==> src/rtl/approx_mac_stream.sv <==
// Pipelined unsigned MAC with exact / OR-approximate / hybrid products, framed accumulation.
module approx_mac_stream #(
  parameter int W         = 8,
  parameter int ACC_W     = 24,
  parameter int APPX_COLS = 8,
  parameter int CNT_W     = 8,
  parameter int SAT       = 1
) (
  input  logic               clk,
  input  logic               rst_n,
  input  logic               clr,
  input  logic               in_valid,
  output logic               in_ready,
  input  logic [W-1:0]       in_a,
  input  logic [W-1:0]       in_b,
  input  logic [1:0]         in_mode,
  input  logic               in_last,
  output logic               out_valid,
  input  logic               out_ready,
  output logic [ACC_W-1:0]   out_acc,
  output logic [CNT_W-1:0]   out_count,
  output logic               out_sat
);

  localparam int          PW     = 2 * W;
  localparam int          EXT    = ACC_W + 1 - PW;
  localparam int unsigned WU     = W;
  localparam int unsigned PWU    = PW;
  localparam int unsigned APPX_U = APPX_COLS;
  localparam bit          SAT_EN = (SAT != 0);

  typedef enum logic [1:0] {
    MODE_EXACT  = 2'd0,
    MODE_OR     = 2'd1,
    MODE_HYBRID = 2'd2,
    MODE_RSVD   = 2'd3
  } mode_t;

  logic [PW-1:0]    w_prod_ex;
  logic [PW-1:0]    w_prod_or;
  logic [PW-1:0]    w_mask;
  logic [PW-1:0]    w_prod_hy;
  logic [PW-1:0]    w_prod_sel;
  logic             w_stall;
  logic [ACC_W:0]   w_sum;
  logic             w_sat_now;
  logic [ACC_W-1:0] w_acc_next;
  logic             w_sat_next;
  logic [CNT_W-1:0] w_cnt_next;

  logic             r_v1;
  logic [PW-1:0]    r_prod1;
  logic             r_last1;
  logic [ACC_W-1:0] r_acc;
  logic [CNT_W-1:0] r_cnt;
  logic             r_sat;
  logic             r_out_valid;
  logic [ACC_W-1:0] r_out_acc;
  logic [CNT_W-1:0] r_out_cnt;
  logic             r_out_sat;

  assign w_stall   = r_out_valid & ~out_ready;
  assign in_ready  = ~w_stall;
  assign out_valid = r_out_valid;
  assign out_acc   = r_out_acc;
  assign out_count = r_out_cnt;
  assign out_sat   = r_out_sat;

  // Product generation: exact, carry-free AND/OR tree, and column-masked hybrid.
  always_comb begin
    w_prod_ex = PW'(in_a) * PW'(in_b);
    w_prod_or = '0;
    for (int unsigned j = 0; j < WU; j++) begin
      if (in_b[j]) w_prod_or = w_prod_or | (PW'(in_a) << j);
    end
    w_mask = '0;
    for (int unsigned k = 0; k < PWU; k++) begin
      w_mask[k] = (k < APPX_U);
    end
    w_prod_hy = (w_prod_ex & ~w_mask) | (w_prod_or & w_mask);
    case (mode_t'(in_mode))
      MODE_OR:     w_prod_sel = w_prod_or;
      MODE_HYBRID: w_prod_sel = w_prod_hy;
      default:     w_prod_sel = w_prod_ex;
    endcase
  end

  // Accumulate step: one extra sum bit detects overflow for saturation.
  always_comb begin
    w_sum      = {1'b0, r_acc} + {{EXT{1'b0}}, r_prod1};
    w_sat_now  = SAT_EN & w_sum[ACC_W];
    w_acc_next = w_sat_now ? '1 : w_sum[ACC_W-1:0];
    w_sat_next = r_sat | w_sat_now;
    w_cnt_next = (r_cnt == '1) ? r_cnt : r_cnt + 1'b1;
  end

  // Stage 1: registered product and frame marker.
  always_ff @(posedge clk or negedge rst_n) begin
    if (!rst_n) begin
      r_v1    <= 1'b0;
      r_prod1 <= '0;
      r_last1 <= 1'b0;
    end else if (clr) begin
      r_v1 <= 1'b0;
    end else if (!w_stall) begin
      r_v1 <= in_valid;
      if (in_valid) begin
        r_prod1 <= w_prod_sel;
        r_last1 <= in_last;
      end
    end
  end

  // Stage 2: frame accumulation and held result register.
  always_ff @(posedge clk or negedge rst_n) begin
    if (!rst_n) begin
      r_acc       <= '0;
      r_cnt       <= '0;
      r_sat       <= 1'b0;
      r_out_valid <= 1'b0;
      r_out_acc   <= '0;
      r_out_cnt   <= '0;
      r_out_sat   <= 1'b0;
    end else if (clr) begin
      r_acc       <= '0;
      r_cnt       <= '0;
      r_sat       <= 1'b0;
      r_out_valid <= 1'b0;
    end else begin
      if (r_out_valid && out_ready) r_out_valid <= 1'b0;
      // A completing frame overrides the pop so back-to-back results keep out_valid high.
      if (!w_stall && r_v1) begin
        if (r_last1) begin
          r_out_valid <= 1'b1;
          r_out_acc   <= w_acc_next;
          r_out_cnt   <= w_cnt_next;
          r_out_sat   <= w_sat_next;
          r_acc       <= '0;
          r_cnt       <= '0;
          r_sat       <= 1'b0;
        end else begin
          r_acc <= w_acc_next;
          r_cnt <= w_cnt_next;
          r_sat <= w_sat_next;
        end
      end
    end
  end

endmodule

==> config.mk <==
export PLATFORM = sky130hd
export DESIGN_NAME = approx_mac_stream
export DESIGN_NICKNAME = d
export VERILOG_FILES = /design/src/rtl/approx_mac_stream.sv
export SDC_FILE = /design/constraint.sdc
export NUM_CORES = 1
export LEC_CHECK = 0
export BUFFER_PORTS_ARGS = -buffer_cell sky130_fd_sc_hd__buf_2
export CORE_ASPECT_RATIO = 0.8
export CORE_MARGIN = 3
export CORE_UTILIZATION = 45
export CTS_BUF_LIST = sky130_fd_sc_hd__clkbuf_16
export CTS_CLUSTER_DIAMETER = 80
export DETAILED_ROUTE_END_ITERATION = 10
export GPL_ROUTABILITY_DRIVEN = 0
export PLACE_DENSITY = 0.69
export SETUP_SLACK_MARGIN = 0.5
export SLEW_MARGIN = 20
export SYNTH_ARGS = -nofsm -noshare
export SYNTH_HDL_FRONTEND = slang
export SYNTH_SLANG_ARGS = --single-unit
export TNS_END_PERCENT = 10
==> constraint.sdc <==
create_clock -name clk -period 3.85 [get_ports clk]
set_input_delay 0.385 -clock clk [delete_from_list [all_inputs] [get_ports clk]]
set_output_delay 0.385 -clock clk [all_outputs]
set_load 0.05 [all_outputs]
Word level (Yosys, flattened, before mapping). Index checks and enable logic that the tools add are counted. Widths: inputs -> output; s select.

Add/subtract/negate cells: 2. $mul: 1. Div/mod/pow operators: 0. $lt $le $gt $ge: 0. Eq/ne operators: 4. Shifts and indexed selects: 0. Multiplexer cells: 26. Bitwise gates (word level): 13. Reductions and logical operators: 6.

Operators by type and width (number): $mux 16 (7); $mux 24 (4); $mux 8 (5); $pmux 16 s2 (1); $add 24x16->25 (1); $mul 8x8->16 (1); $or 16x10->16 (1); $or 16x11->16 (1); $or 16x12->16 (1); $or 16x13->16 (1); $or 16x14->16 (1); $or 16x15->16 (1); $or 16x8->16 (1); $mux 1 (9); $or 8x9->9 (1); $add 8x1->8 const B (1); $eq 8x8->1 const B (1); $reduce_and 3->1 (2); $not 1->1 (3); $eq 2x1->1 const B (1); $eq 2x2->1 const B (1); $logic_and 1x1->1 (2); $ne 2x2->1 const B (1); $reduce_bool 2->1 (1); other kinds (3) (3).

Bits in registers: 85. Latch bits: 0. Bits in writable memories: 0. Memory bits (read-only): 0. Output and inout bits: 35. Logic and storage cells: 62. Memories kept: 0.

Logic depth before layout (Yosys ltp).
Depth in word-level cells: 17. Mapped depth: 17. Mapped depth without buffers: 17.

Worst setup path before layout. No wires, ideal clock.

Kind: input -> register. Start: input in_a[3]. End: register r_prod1[14]. Library setup time: 126 ps. Arrival time: 4277 ps. Setup slack: -553 ps. Cell stages on the path: 17. Path buffers: 0. Cell sequence: and2_1 -> fa_1 -> inv_1 -> fa_1 -> inv_1 -> fa_1 -> inv_1 -> fa_1 -> inv_1 -> ha_1 -> a21oi_1 -> nor3b_1 -> o21a_1 -> nor2_1 -> a21boi_0 -> xnor2_1 -> a221o_1.

Word-level cells in the longest chain between the ends: 3.

Ends and longest elaborated chain: start: declaration (line 14) `input logic [W-1:0] in_a,`; $mul 8x8->16 * (line 71) `w_prod_ex = PW'(in_a) * PW'(in_b);`; $or 16x8->16 (line 80) `w_prod_hy = (w_prod_ex & ~w_mask) | (w_prod_or & w_mask);`; $pmux 16 s2 * (line 81) `case (mode_t'(in_mode))`; end signal: assignment (line 108) `r_prod1 <= w_prod_sel;`; end: declaration (line 52) `logic [PW-1:0] r_prod1;`.

Every way passes the cells marked *; elsewhere a longest branch is shown, timed or not. A chain may end at the register's enable or synchronous reset.

Final worst setup path.
Start: input in_b[3]. End: register r_prod1[13].

Word-level cells in the longest chain between the ends: 10. Elaborated cells between the ends (all ways): 12. Those cells by class: mul: 1; mux: 6; bitwise: 5.

Ends and longest elaborated chain: start: declaration (line 15) `input logic [W-1:0] in_b,`; parallel branches: the longest is 9 deep, another holds $mul 8x8->16; $pmux 16 s2 * (line 81).

Mark *: on every way between the ends.

==> metrics.yaml <==
outcome: "complete, but fails checks"
violations: "negative setup slack"
cts.sinks: 85
cellPowerDensity_mw_per_mm2: 529
clk_pin_slew_ps: 60
n_antenna_cell: 0
ctsHoldBuffers: 0
design_area_sq_mm: 0.00805
htree_levels: 3
dr_total_vias: 5627
peakVddDrop_mv: 0.261
core_sq_mm: 0.0146
insertion_delay_ps: 340
crit_path_start_kind: "primary input"
placed_area_sq_mm: 0.00766
setup_viol: 4
rsz0062_at_grt: "true"
initial_utilization_pct: 47.0
rows: 39
synthArstFlopShare_pct: 100
required_ps: 4130
slew_headroom_pct: 39.0
clk_path_buf_depth: 2
cts_made_buffers: 9
synth_seq_cells: 85
fp.dieH_um: 117
synth-edff-count: 0
grt-ovfl-total: 0
die_w_um: 144
port_buffers: 58
drc: 0
root_buffer: "clkbuf_16"
drt_first_pass_iters: 5
drt-total-wl_mm: 15.6
drv_cap: 0
die-area_sq_mm: 0.0168
slowest_delay_ps: 520
period_minus_slack_ps: 4060
yosysUniqueCellTypes: 63
finalCritPeriodShare_pct: 106
max_freq_ghz: 0.246
hold_viol_final: 0
worst_ep_arrival_time_ps: 4340
crit_top_cell: "fa_1"
report.final.slew_viol_count: 0
synth-seq-area-share_pct: 30.9
worstSetupPathType: "in2reg"
synthCells: 758
grt_pass1_vias: 5436
placed_cells: 1019
cp_max_fo: 6
fin_ws_ps: -213
routedWlPerCell_um: 15.1
synthFlopType: "dfrtp_1"
ant_nets: 0
fin_tns_setup_ps: -450
cts_tree: "done"
synth_warnings: 0
grt_start_max_net_pins: 86
hpwl_mm: 12.1
drt-initial-drc-count: 407
synth_nets: 874
track_usage_pct: 19.4
crit_path_end_kind: "register"
vias_per_cell: 5.43
fin_skew_ps: 7.91
slowest_stage: "or4_1"
nets: 963
avgSynthCellArea_sq_um: 9.08
grt_pass1_wl_mm: 26.5
worstPathCellList: "clkbuf_4, and2_4, fa_1, inv_1, fa_1, inv_1, fa_1, inv_1, fa_1, inv_2, ha_4, a21oi_2, nor3b_2, a21o_1, o21bai_1, a21oi_1, or4_1, nand3_1"
leakagePower_uw: 0.00399
critPathBufInv: 5
crit_family: "adder cells"
final_cell_count_no_fill: 1036
antenna_found_initial: 0
drive_gt1_share_pct: 19.5
worstHoldPathType: "in2async"
syn-cell-area_sq_mm: 0.00688
tightestPinTransition_ps: 912
syn2layout_area_growth_pct: 17.0
pin_count: 59
-- power breakdown --
group / total [uW] / leakage (uW) / internal [uW] / switching, uW
clock network: 893 / 0.000148 / 513 / 380
registers: 1170 / 0.00111 / 1060 / 105
logic: 2200 / 0.00273 / 905 / 1300
total: 4260 / 0.00399 / 2480 / 1780
-- kinds of logic after synthesis --
group | Yosys count | synth area share [%]
AOI/OAI and AO/OA | 203 | 19.4
and+or+nand+nor | 247 | 18.1
xor gates and xnor gates | 30 | 3.82
DFF | 85 | 30.9
muxes | 5 | 0.818
adders and majority gates | 92 | 20.8
buffers and inverters | 96 | 6.22
-- flip-flops by register name, summed over array words and instances, names as in the netlist, 8 cells and up --
signal	cells
r_prod1	16
r_cnt	8
r_acc	24
out_count	8
out_acc	24
-- layout make-up --
cell class              instances  area, sq um
multi-input cells             577         4440
fillers                      1364         6590
well taps                     184          230
clock inverters                 7         83.8
inverters                      64          240
repair buffers                110          708
flip-flops and latches         85         2130
clock buffers                   9          225
-- layer usage --
layer	up-vias	part of all wire [%]	routed length, um	track usage, %
met3	15	5.2	813	4.05
met5	-	0	0	0
met1	2679	50	7880	29.2
met2	114	44	6790	29.5
met4	0	0.79	123	3.23
li1	2819	-	-	-
-- cell usage in the layout, fill, tap and decap left out, types with 3 or more instances in the layout --
| cell type | netlist | final |
|---|---|---|
| a21o_1 | 22 | 22 |
| a21oi_1 | 56 | 50 |
| a21oi_2 | 0 | 5 |
| a221o_1 | 4 | 4 |
| a22o_1 | 5 | 5 |
| a31oi_1 | 20 | 20 |
| and2_1 | 58 | 53 |
| and2_4 | 0 | 5 |
| and3_1 | 6 | 6 |
| and4_1 | 4 | 4 |
| buf_2 | 3 | 53 |
| buf_4 | 0 | 53 |
| clkbuf_16 | 0 | 9 |
| clkinv_4 | 0 | 3 |
| dfrtp_1 | 85 | 85 |
| fa_1 | 37 | 34 |
| fa_2 | 0 | 3 |
| ha_1 | 55 | 52 |
| ha_4 | 0 | 3 |
| inv_1 | 64 | 62 |
| mux2i_1 | 3 | 3 |
| nand2_1 | 72 | 71 |
| nand2b_1 | 4 | 4 |
| nand3_1 | 10 | 10 |
| nand4_1 | 6 | 6 |
| nor2_1 | 51 | 50 |
| nor2b_1 | 7 | 7 |
| nor3_1 | 9 | 9 |
| nor3b_1 | 4 | 3 |
| o21a_1 | 6 | 6 |
| o21ai_0 | 43 | 41 |
| o21bai_1 | 4 | 4 |
| o22a_1 | 6 | 6 |
| o22ai_1 | 3 | 3 |
| o31ai_1 | 10 | 9 |
| or2_2 | 3 | 3 |
| or3_1 | 4 | 4 |
| xnor2_1 | 21 | 21 |
| xor2_1 | 9 | 9 |
-- Yosys cell counts (5+ instances only) --
master	number	area (sq um)
o22a_1	6	52.6
a22o_1	5	43.8
nor2b_1	7	43.8
a21oi_1	56	280
xnor2_1	21	184
o31ai_1	10	75.1
fa_1	37	741
and2_1	58	363
dfrtp_1	85	2130
nor3_1	9	45.0
a21o_1	22	165
xor2_1	9	78.8
clkbuf_1	24	90.1
ha_1	55	688
inv_1	64	240
o21a_1	6	45.0
a31oi_1	20	125
nand2_1	72	270
nor2_1	51	191
and3_1	6	37.5
o21ai_0	43	215
nand3_1	10	50.1
nand4_1	6	37.5
-- what timing repair did --
action	CTS	global route
resized for setup	17	6
buffers inserted	1	0
setup endpoints to repair	10	10
pin swaps	7	11
-- worst register-to-register path: cells and delay by family, from the launching register on --
family                     cells  cell delay [ps]
AOI/OAI and AO/OA              5             1380
adders and majority gates      2              650
buffers and inverters          1               80
DFF                            1              390
and+or+nand+nor                2              380
-- path summary, 6_finish.rpt --
| check | from | end | slack [ps] | cells past startpoint |
|---|---|---|---|---|
| hold / removal | rst_n | r_prod1[3] | 90 | 1 |
| setup / recovery | in_b[3] | r_prod1[13] | -210 | 18 |
| setup reg to reg | r_prod1[0] | out_acc[18] | 870 | 10 |
| max in group asynchronous | rst_n | r_last1 | 3230 | 1 |
| min in group clk | clr | r_v1 | 270 | 2 |
| hold reg to reg | out_acc[22] | out_acc[22] | 470 | 2 |
-- per-stage QoR --
step | setup WS, ps | hold slack (ps) | total power [uW] | utilization, %
after floorplan | -304 | 89.4 | 2810 | -
after global placement | -549 | 460 | 3330 | 52.4
after detailed placement | -624 | 465 | 3340 | 52.4
after CTS | -196 | 271 | 4280 | 54.9
after global routing | -332 | 143 | 4600 | 55.0
final | -213 | 92.7 | 4260 | 55.0
Power figures use the tool's default switching activity.
